$ cat config.mk
export PLATFORM = sky130hd
export DESIGN_NAME = param_shift_reg
export DESIGN_NICKNAME = d
export VERILOG_FILES = /design/src/rtl/usr_pkg.sv /design/src/rtl/usr_step.sv /design/src/rtl/param_shift_reg.sv
export SDC_FILE = /design/constraint.sdc
export NUM_CORES = 1
export LEC_CHECK = 0
export ABC_AREA = 1
export CAP_MARGIN = 0
export CORE_MARGIN = 1.5
export CORE_UTILIZATION = 53
export CTS_BUF_LIST = sky130_fd_sc_hd__clkbuf_16
export CTS_CLUSTER_DIAMETER = 50
export DETAILED_ROUTE_END_ITERATION = 8
export HOLD_SLACK_MARGIN = 0.06
export PLACE_DENSITY = 0.85
export SETUP_SLACK_MARGIN = 0.5
export SKIP_LAST_GASP = 1
export SYNTH_ARGS = -nofsm -noshare
export SYNTH_HDL_FRONTEND = slang
export SYNTH_SLANG_ARGS = --single-unit
$ cat constraint.sdc
create_clock -name clk -period 2.8 [get_ports clk]
set_input_delay 0.42 -clock clk [delete_from_list [all_inputs] [get_ports clk]]
set_output_delay 0.42 -clock clk [all_outputs]
set_load 0.01 [all_outputs]
$ cat src/rtl/usr_pkg.sv
// Mode codes, FSM states and a mode-classification helper shared by the
// parametrised universal shift register and its step datapath.
package usr_pkg;

    localparam logic [2:0] MODE_HOLD = 3'b000;
    localparam logic [2:0] MODE_SHR  = 3'b001;
    localparam logic [2:0] MODE_SHL  = 3'b010;
    localparam logic [2:0] MODE_LOAD = 3'b011;
    localparam logic [2:0] MODE_ROR  = 3'b100;
    localparam logic [2:0] MODE_ROL  = 3'b101;
    localparam logic [2:0] MODE_ASR  = 3'b110;
    localparam logic [2:0] MODE_CLR  = 3'b111;

    typedef enum logic [1:0] {
        ST_IDLE = 2'd0,
        ST_RUN  = 2'd1,
        ST_DONE = 2'd2
    } state_t;

    // Shift-type modes repeat amt times in a burst; the others act once.
    function automatic logic is_shift_mode(input logic [2:0] mode);
        return (mode != MODE_HOLD) && (mode != MODE_LOAD) && (mode != MODE_CLR);
    endfunction

endpackage

$ cat src/rtl/usr_step.sv
// One-step next-value datapath of the universal shift register, shared by the
// idle single-step path and the burst engine.
module usr_step
    import usr_pkg::*;
#(
    parameter int WIDTH = 8
) (
    input  logic [WIDTH-1:0] q,
    input  logic [2:0]       mode,
    input  logic [WIDTH-1:0] b,
    input  logic             sr,
    input  logic             sl,
    output logic [WIDTH-1:0] q_d
);

    always_comb begin
        q_d = q;
        case (mode)
            MODE_HOLD: q_d = q;
            MODE_SHR:  q_d = {sr, q[WIDTH-1:1]};
            MODE_SHL:  q_d = {q[WIDTH-2:0], sl};
            MODE_LOAD: q_d = b;
            MODE_ROR:  q_d = {q[0], q[WIDTH-1:1]};
            MODE_ROL:  q_d = {q[WIDTH-2:0], q[WIDTH-1]};
            MODE_ASR:  q_d = {q[WIDTH-1], q[WIDTH-1:1]};
            MODE_CLR:  q_d = '0;
            default:   q_d = q;
        endcase
    end

endmodule

$ cat src/rtl/param_shift_reg.sv
// Parametrised universal shift register with single-step operation and a
// multi-step burst engine reporting progress through busy/done.
module param_shift_reg
    import usr_pkg::*;
#(
    parameter int WIDTH = 8,
    parameter int AMT_W = $clog2(WIDTH) + 1
) (
    input  logic             clk,
    input  logic             rst,
    input  logic             en,
    input  logic [2:0]       s,
    input  logic [WIDTH-1:0] b,
    input  logic             sr,
    input  logic             sl,
    input  logic             start,
    input  logic [AMT_W-1:0] amt,
    output logic [WIDTH-1:0] q,
    output logic             so_r,
    output logic             so_l,
    output logic             busy,
    output logic             done
);

    state_t           state_q;
    logic [WIDTH-1:0] q_q;
    logic [WIDTH-1:0] step_d;
    logic [2:0]       mode_q;
    logic             sr_q;
    logic             sl_q;
    logic [AMT_W-1:0] count_q;
    logic             busy_q;
    logic             done_q;
    logic             idle;
    logic [2:0]       step_mode;
    logic             step_sr;
    logic             step_sl;

    // While a burst runs the step uses the latched request, never live inputs.
    assign idle      = (state_q == ST_IDLE);
    assign step_mode = idle ? s  : mode_q;
    assign step_sr   = idle ? sr : sr_q;
    assign step_sl   = idle ? sl : sl_q;

    usr_step #(.WIDTH(WIDTH)) u_step (
        .q    (q_q),
        .mode (step_mode),
        .b    (b),
        .sr   (step_sr),
        .sl   (step_sl),
        .q_d  (step_d)
    );

    always_ff @(posedge clk or negedge rst) begin
        if (!rst) begin
            state_q <= ST_IDLE;
            q_q     <= '0;
            mode_q  <= MODE_HOLD;
            sr_q    <= 1'b0;
            sl_q    <= 1'b0;
            count_q <= '0;
            busy_q  <= 1'b0;
            done_q  <= 1'b0;
        end else begin
            case (state_q)
                ST_IDLE: begin
                    if (start) begin
                        mode_q <= s;
                        sr_q   <= sr;
                        sl_q   <= sl;
                        busy_q <= 1'b1;
                        if (is_shift_mode(s) && (amt != '0)) begin
                            count_q <= amt;
                            state_q <= ST_RUN;
                        end else begin
                            if (!is_shift_mode(s)) begin
                                q_q <= step_d;
                            end
                            state_q <= ST_DONE;
                            done_q  <= 1'b1;
                        end
                    end else if (en) begin
                        q_q <= step_d;
                    end
                end
                ST_RUN: begin
                    q_q     <= step_d;
                    count_q <= count_q - AMT_W'(1);
                    if (count_q == AMT_W'(1)) begin
                        state_q <= ST_DONE;
                        done_q  <= 1'b1;
                    end
                end
                ST_DONE: begin
                    state_q <= ST_IDLE;
                    busy_q  <= 1'b0;
                    done_q  <= 1'b0;
                end
                default: begin
                    state_q <= ST_IDLE;
                    busy_q  <= 1'b0;
                    done_q  <= 1'b0;
                end
            endcase
        end
    end

    assign q    = q_q;
    assign so_r = q_q[0];
    assign so_l = q_q[WIDTH-1];
    assign busy = busy_q;
    assign done = done_q;

endmodule

==> results of run 1 <==
[final cells by class]
class | instances | area share [%]
multi-input combinational | 164 | 42.1
sequential | 21 | 29.0
timing repair buffer | 33 | 18.1
inverter | 21 | 4.35
clock buffer | 3 | 4.14
tap | 30 | 2.07
clock inverter | 1 | 0.276
[placed cells by master, fill, tap and decap left out, drive strengths merged]
cell type | synthesis | final
nor3 | 1 | 1
o31ai | 1 | 1
inv | 21 | 21
nand2 | 80 | 80
clkdlybuf4s50 | 0 | 32
clkinv | 0 | 1
nand3 | 23 | 23
dfrtp | 21 | 21
o21ai | 19 | 19
buf | 5 | 1
ha | 2 | 2
clkbuf | 0 | 3
nor2 | 33 | 33
nand4 | 4 | 4
or2 | 1 | 1
[per-layer routing]
| metal | global-route usage, % | routed length, um | share of wire (%) | up-vias |
|---|---|---|---|---|
| li1 | - | - | - | 731 |
| met1 | 33.5 | 1460 | 44 | 655 |
| met2 | 43.3 | 1650 | 50 | 38 |
| met3 | 7.10 | 161 | 4.9 | 5 |
| met4 | 6.25 | 31 | 0.94 | 0 |
| met5 | 0 | 0 | 0 | - |
[cells by family (layout without fill, tap and decap cells)]
logic type                 after synthesis  after routing  synth area share [%]
DFF                                     21             21                  37.3
AOI/OAI and AO/OA                       20             20                  7.28
adders and majority gates                2              2                  1.77
and+or+nand+nor                        142            142                  45.1
buffers and inverters                   26             58                  8.61
[flip-flops by register name (all words and copies together) (netlist names)]
| name | count |
|---|---|
| count_q | 4 |
| sl_q | 1 |
| sr_q | 1 |
| q | 8 |
| state_q | 2 |
| mode_q | 3 |
| busy | 1 |
| done | 1 |
[stage by stage]
step           setup WS (ps)  power [mW]  cell area [um^2]  util, %  cells
6_report                 796        2.22              1810     72.5    273
3_5_place_dp             803        1.91              1730     69.3    269
3_3_place_gp             849        1.87              1730     69.3    269
2_1_floorplan           1360        1.55              1410        -    211
4_1_cts                  821        2.23              1810     72.5    273
5_1_grt                  598        2.46              1810     72.5    273
[critical path, stage by stage (launching register included)]
cell,delay (ps)
dfrtp_1,430
nor2_2,500
o21ai_1,250
nand3_2,130
inv_2,50
nor2_4,260
nand2_1,90
nor2_1,130
nor2_1,50
[how the worst min path moves through the flow]
stage                     slack, ps  endpoint  from  cells after the start
after detailed placement        470      busy  busy                      2
after global routing            540      sl_q  sl_q                      2
after floorplan                 120      busy   rst                      0
after global placement          470      sl_q  sl_q                      2
after CTS                       490      busy  busy                      2
final                           480      busy  busy                      2
[power groups by stage]
stage | Clock, mW | Sequential (mW) | Combinational, mW
after floorplan | 0 | 0.604 | 0.948
after global routing | 0.325 | 0.622 | 1.51
after detailed placement | 0 | 0.597 | 1.31
after CTS | 0.310 | 0.595 | 1.32
final | 0.305 | 0.596 | 1.32
after global placement | 0 | 0.594 | 1.28
[cell usage after synthesis, drive strengths merged]
cell	n
nand2	80
nor2	33
nor3	1
buf	5
nand3	23
ha	2
nand4	4
o21ai	19
o31ai	1
or2	1
dfrtp	21
inv	21
==> key figures, run 1 <==
Status
  • Status: finished, final reports clean

Pwr
  • Switching power: between 1 and 1.5 mW
  • Max VDD drop: between 800 and 900 uV
  • Clock Power Share: 13.7%
  • Seq pwr share: 26.8%
  • Int Power: 1.17 mW
  • Combinational share of power: 59.5%
  • Leakage: roughly 0.92 nW
  • Pwr dens: 1230 mW/mm^2
  • Switching share of power: 47.3%

Finish
  • Area of the multi-input gates: 763 um^2
  • Share of cells above drive strength 1: 9.05%
  • FF+latch area: 526 um^2
  • Area Overhead vs Synth: 28.6%
  • Final antenna diode count: 0
  • FILL cells: 205
  • # nets final: 267

Yosys
  • Avg Cell Area, Syn: between 6 and 7 um^2
  • Yosys top cell area share: a little under two fifths
  • Syn Inst Count: 211
  • Cell variety after synth: 21
  • Post-synthesis instance area: 0.00141 mm^2
  • Yosys warns: 0
  • Top post-synthesis cells by area: dfrtp_1 (37%), nand2_1 (19%), nor2_1 (8.0%)
  • Post-synthesis sequential area ratio: 37.3%
  • Leading area contributor after synthesis: dfrtp_1
  • #FFs+latches synth: 21
  • Mapped Nets: approximately 230

Detailed routing
  • Vias per cell: roughly 5.2
  • Wirelength per Cell: 12.1 um
  • DRT Pass-1 Iters: 4
  • # DRC: 0
  • Final wirelength: 3300 um
  • Initial drt markers: 35
  • Via count: 1429
  • Final ANT Viol Nets: 0

GRT
  • All-layer global routing usage: approximately a quarter
  • First-pass GRT wire length: 5600 um
  • Number of global-route vias before repair: 1311
  • Antenna violations before repair: 0
  • Largest net degree at the start of global routing: 22
  • Gr ovfl total: 0

CTS
  • H-Tree Depth: 1
  • Setup Fix Bufs, Post-CTS: 0
  • CTS buffer count: 3
  • CTS-repair resized insts: 0
  • CTS tree: built
  • Maximum clock insertion buffer count: 2
  • CTS clock-pin slew for the worst setup and hold paths: approximately 60 ps
  • Root buffer cell: clkbuf_16
  • Hold_buf cts: 0
  • Worst-Skew Late Latency: 260 ps
  • Num Clock Sinks: 21

Timing
  • Fmax: 0.499 GHz
  • Post-route setup TNS: 0 ps
  • Period utilization: about 70%
  • Rel. slew slack: 59.6%
  • WHS: a little under 500 ps
  • Final setup fails: 0
  • Final Critical Period: 2000 ps
  • RSZ-0062 raised after global routing: no
  • Worst Tran Pin Value: 605 ps
  • Final hold violations: 0
  • Clock Skew: 3.51 ps
  • Final Max Slew Viols: 0

Critical path
  • CP startpoint: state_q[1]
  • Worst setup EP type: flip-flop
  • WS Path Type: flip-flop to flip-flop
  • Crit Path Max Fanout: 14
  • Critical Path RT: 2940 ps
  • CP Launch Type: flip-flop
  • Worst r2r src: state_q[1]
  • Worst path arrival time: 2150 ps
  • Critical path capture point: q[6]
  • R2r setup slk: between 700 and 800 ps
  • Worst r2r dst: q[6]
  • R2R depth: 8

Die
  • Die Wd: 54.6 um
  • Die height: 54.6 um
  • I/O Pins: 33
  • Row cnt: 18
  • Die area: roughly 0.0030 mm^2
  • CORE AREA: approximately 0.0025 mm^2
  • Starting Density: between 50% and 60%

Placed design
  • HPWL Detailed: 2360 um
  • Buffers on Ports: 32
  • GPL Wtd Cong: 0.833

Flow run
  • Max-capacitance violation count: 0

Hold path
  • Worst min path class: flip-flop to flip-flop
(Power assumes the default switching activity.)
==> run 2: changes to the inputs <==
Settings changed: CORE_UTILIZATION 53 to 49, PLACE_DENSITY 0.85 to 0.8.
Clock period 2.8 ns to 1.9 ns, I/O delays scaled along.
==> key figures, run 2 (synthesis results as in run 1) <==
Detailed routing
  • Met2 wire len: 1830 um
  • Metal3 WL: 142 um
  • Vias per cell: 5.30
  • # DRC: 0
  • Highest metal used: met4
  • Met1 wire length: 1840 um
  • DRT Pass-1 Iters: 4
  • Final wirelength: 3870 um
  • Initial drt markers: just over 60
  • Via count: ~1500
  • Wirelength per Cell: around 13 um
  • Final ANT Viol Nets: 0

Placed design
  • HPWL Detailed: between 2000 and 2500 um
  • Buffers on Ports: 32
  • GPL Wtd Cong: approximately 0.85

GRT
  • Antenna violations before repair: 0
  • Gr ovfl total: 0
  • Number of global-route vias before repair: ~1400
  • First-pass GRT wire length: ~6400 um
  • All-layer global routing usage: 25.5%
  • Largest net degree at the start of global routing: 22

CTS
  • Maximum clock insertion buffer count: 2
  • CTS buffer count: 3
  • Num Clock Sinks: 21
  • Worst-Skew Late Latency: 260 ps
  • CTS clock-pin slew for the worst setup and hold paths: 60 ps
  • H-Tree Depth: 1
  • CTS tree: built
  • Root buffer cell: clkbuf_16

Timing
  • Final Max Slew Viols: 0
  • RSZ-0062 raised after global routing: yes
  • Rel. slew slack: 72.6%
  • Post-route setup TNS: 0 ps
  • Final hold violations: 0
  • Clock Skew: 3.50 ps
  • Period utilization: 84.4%
  • Worst Tran Pin Value: 410 ps
  • Final setup fails: 0
  • Final Critical Period: 1600 ps
  • Fmax: approximately 0.62 GHz

Critical path
  • CP Launch Type: input port
  • Critical Path RT: 2050 ps
  • Crit Path Max Fanout: 7
  • Critical path cell sequence: clkdlybuf4s50_1 > inv_1 > nand2_1 > nand2_4 > nand3_2 > inv_2 > nor2_4 > nand2_1 > nor2_1 > nor2_1
  • Worst r2r dst: q[0]
  • R2R depth: 10
  • Crit path buffers/inverters: 3
  • Slowest stage delay, CP: between 500 and 600 ps
  • R2r setup slk: 310 ps
  • Worst path arrival time: about 1800 ps
  • Slowest CP cell: clkdlybuf4s50_1
  • Worst setup EP type: flip-flop
  • Worst r2r src: state_q[1]
  • Cell family contributing the most delay on the critical path: simple AND/OR/NAND/NOR gates
  • WS Path Type: input port to flip-flop

Finish
  • Commonest non-fill, non-tap cells in the layout: nand2_1 (61), nor2_1 (28), dfrtp_1 (20)
  • Share of cells above drive strength 1: 24.2%
  • # nets final: 284
  • Final antenna diode count: 0
  • Final Core Density: 76.6%
  • Max FFs per register: 8
  • Commonest non-fill, non-tap cell in the layout: nand2_1
  • Area Overhead vs Synth: 48.4%

Hold path
  • Hold path depth: 3
  • Worst Hold Endpoint: busy
  • Min-Delay Startpoint: start
  • Worst min path class: input port to flip-flop

Die
  • Row cnt: 19
  • Die height: 56.6 um
  • Starting Density: 51.6%
  • CORE AREA: 0.00273 mm^2
  • Die area: 0.00321 mm^2
  • I/O Pins: 33
  • Die Wd: 56.6 um

Pwr
  • Leakage: 1.08 nW
  • Max VDD drop: 1520 uV
  • Pwr dens: approximately 1900 mW/mm^2

Flow run
  • Max-capacitance violation count: 0

Status
  • Status: finished, final reports clean
run 2: tightest hold or removal path, stage by stage:
cell	delay [ps]
dlymetal6s2s_1	160
nand2_4	90
nand2_1	60
run 2: worst max path at each step:
stage,cells past startpoint,end,from
4_1_cts,10,q[5],state_q[1]
6_report,10,q[0],s[0]
5_1_grt,10,q[0],state_q[1]
3_3_place_gp,10,q[1],s[1]
2_1_floorplan,10,q[0],state_q[1]
3_5_place_dp,10,q[5],s[0]
run 2: layer usage:
layer | vias up | GRT usage, %
met5 | - | 0
met4 | 0 | 9.52
met3 | 7 | 5.30
met2 | 34 | 37.5
met1 | 731 | 36.7
li1 | 771 | -
run 2: layout make-up:
| cell class | count | area (um^2) |
|---|---|---|
| multi-input cells | 165 | 917 |
| fillers | 207 | 641 |
| flip-flops and latches | 21 | 527 |
| repair buffers | 49 | 447 |
| inverters | 21 | 83.8 |
| clock buffers | 3 | 75.1 |
| well taps | 31 | 38.8 |
| clock inverters | 1 | 5.00 |
run 2: timing repair:
action,4_1_cts,5_1_grt
cloned,1,0
setup endpoints to repair,28,14
gates resized for setup,31,25
pin swaps,7,19
setup buffers,8,6
hold buffers,0,0
run 2: power by group:
part           internal, mW  total (mW)  switching, mW
Clock                 0.283       0.456          0.173
Sequential            0.684       0.879          0.195
Combinational          1.04        2.56           1.52
Total                  2.01        3.90           1.89
run 2: through the flow:
step / hold WS (ps) / cell area, um^2 / total power [mW] / setup slack [ps] / instances
5_1_grt: 382 / 2090 / 4.23 / 213 / 291
6_report: 363 / 2090 / 3.90 / 296 / 291
2_1_floorplan: -10.6 / 1420 / 2.31 / 471 / 211
4_1_cts: 384 / 1970 / 3.59 / 360 / 285
3_5_place_dp: 466 / 1760 / 2.85 / 57.4 / 272
3_3_place_gp: 464 / 1760 / 2.82 / 77.8 / 272
==> run 3: changes to the inputs <==
Settings changed: CORE_UTILIZATION 49 to 45, PLACE_DENSITY 0.8 to 0.77.
Clock period 1.9 ns to 1.4 ns, I/O delays scaled along.
==> key figures, run 3 (synthesis results as in run 1) <==
Pwr
  • Clock Power Share: 10.5%
  • Tot Pwr: approximately 6 mW
  • Leakage: 1.18 nW
  • Int Power: 3.18 mW
  • Combinational share of power: 70.4%
  • Switching power: 2.96 mW
  • Switching share of power: approximately half
  • Max VDD drop: roughly 1300 uV
  • Pwr dens: 2670 mW/mm^2
  • Seq pwr share: 19.2%

CTS
  • H-Tree Depth: 1
  • CTS tree: built
  • Root buffer cell: clkbuf_16
  • CTS clock-pin slew for the worst setup and hold paths: around 60 ps
  • Worst-Skew Late Latency: approximately 260 ps
  • Num Clock Sinks: 21
  • Hold_buf cts: 0
  • CTS buffer count: 3
  • Maximum clock insertion buffer count: 2

Placed design
  • Buffers on Ports: 32
  • HPWL Detailed: 2610 um
  • Dpl ws: -327 ps
  • GPL Wtd Cong: approximately 0.84

Critical path
  • Slowest stage delay, CP: roughly 450 ps
  • CP Launch Type: flip-flop
  • Crit path buffers/inverters: 2
  • Worst path arrival time: between 1500 and 2000 ps
  • Cell family contributing the most delay on the critical path: simple AND/OR/NAND/NOR gates
  • WS Path Type: flip-flop to flip-flop
  • Critical path cell sequence: buf_4 > o21ai_1 > nand2_4 > buf_4 > nand4_1 > nand3_1 > nor2_1 > nor2_1
  • Slowest CP cell: dfrtp_2
  • Critical Path RT: approximately 1600 ps
  • Crit Path Max Fanout: 4
  • Worst setup EP type: flip-flop

GRT
  • Number of global-route vias before repair: 1543
  • First-pass GRT wire length: roughly 6800 um
  • All-layer global routing usage: 25.8%
  • Gr ovfl total: 0
  • Largest net degree at the start of global routing: 22
  • Antenna violations before repair: 0

Detailed routing
  • Wirelength per Cell: 15.1 um
  • Initial drt markers: 110
  • Via count: 1676
  • Final wirelength: roughly 4800 um
  • # DRC: 0
  • Vias per cell: about 5.3
  • Final ANT Viol Nets: 0
  • DRT Pass-1 Iters: 4

Hold path
  • Worst min path class: input port to asynchronous set/reset pin

Finish
  • Commonest non-fill, non-tap cells in the layout: nand2_1 (55), buf_4 (34), nor2_1 (24)
  • Area Overhead vs Synth: 63.3%
  • Share of cells above drive strength 1: 39.7%
  • FILL cells: ~210
  • Final antenna diode count: 0
  • Max FFs per register: 8
  • # nets final: 306
  • Commonest non-fill, non-tap cell in the layout: nand2_1

Timing
  • Post-route setup TNS: -1090 ps
  • Clock Skew: 5.10 ps
  • Fmax: 0.621 GHz
  • Rel. slew slack: 80.5%
  • Worst Tran Pin Value: ~300 ps
  • RSZ-0062 raised after global routing: yes
  • Final setup fails: 8
  • Final Max Slew Viols: 0
  • Period utilization: 115%
  • Final hold violations: 0
  • Final setup margin: -210 ps
  • Final Critical Period: 1610 ps

Die
  • Die area: approximately 0.0035 mm^2
  • Die height: 59.0 um
  • Starting Density: between 40% and 50%
  • Row cnt: 20
  • I/O Pins: 33
  • CORE AREA: 0.00300 mm^2
  • Die Wd: 59.0 um

Flow run
  • Max-capacitance violation count: 0

Status
  • Failing checks: negative setup slack
  • Status: complete, but fails checks
==> run 3: cell types whose count changed in the layout (fill, tap and decap cells not counted), sizes merged <==
cell           delta
clkinvlp          +1
dlygate4sd2      -10
buf              +34
clkinv            -1
clkdlybuf4s50     -2
==> run 3: power groups by stage <==
stage,logic [mW],registers [mW],clock network [mW]
floorplan,2.07,1.22,0
global placement,3.11,1.20,0
detailed placement,3.15,1.21,0
CTS,3.62,1.14,0.627
global route,4.72,1.21,0.661
finish,4.32,1.18,0.642
==> run 3: final cells by class <==
type	instances	area, um^2	share of cell area [%]
timing repair buffer	71	588	25.5
multi-input combinational	165	980	42.6
clock buffer	3	75.1	3.26
inverter	21	83.8	3.64
tap	33	41.3	1.79
sequential	21	527	22.9
clock inverter	1	7.51	0.326
==> run 3: stage by stage <==
| stage | instance area, um^2 | util [%] | hold WS [ps] | std cells |
|---|---|---|---|---|
| after floorplan | 1480 | - | -85.6 | 211 |
| after global placement | 1950 | 64.9 | 470 | 292 |
| after detailed placement | 1950 | 64.9 | 470 | 292 |
| after CTS | 2150 | 71.8 | 322 | 311 |
| after global routing | 2300 | 76.7 | 348 | 315 |
| final | 2300 | 76.7 | 301 | 315 |
==> run 3: final timing paths <==
kind                       cells after the start          to        from  slack [ps]
setup / recovery                               8        q[0]  state_q[1]        -210
hold / removal                                 2   mode_q[0]         rst         300
setup reg to reg                               8        q[0]  state_q[1]        -210
hold reg to reg                                2        busy        busy         490
max in group asynchronous                      2  state_q[1]         rst         850
min in group clk                               3   mode_q[2]        s[2]         330
==> run 3: metal layers <==
layer | share of wire (%) | track usage, %
met3 | 6.2 | 4.80
met1 | 40 | 33.2
met4 | 4.1 | 8.44
met2 | 49 | 43.8
met5 | 0 | 0
==> run 3: worst register-to-register path, stage by stage, from the launching register on <==
cell	delay (ps)
dfrtp_2	450
buf_4	160
o21ai_1	210
nand2_4	110
buf_4	150
nand4_1	100
nand3_1	100
nor2_1	160
nor2_1	60
==> run 3: timing repair <==
action,in CTS,in global routing
pin swaps,12,16
endpoints found under the setup margin,33,33
resized for setup,68,37
gates cloned,1,0
setup buffers,14,4
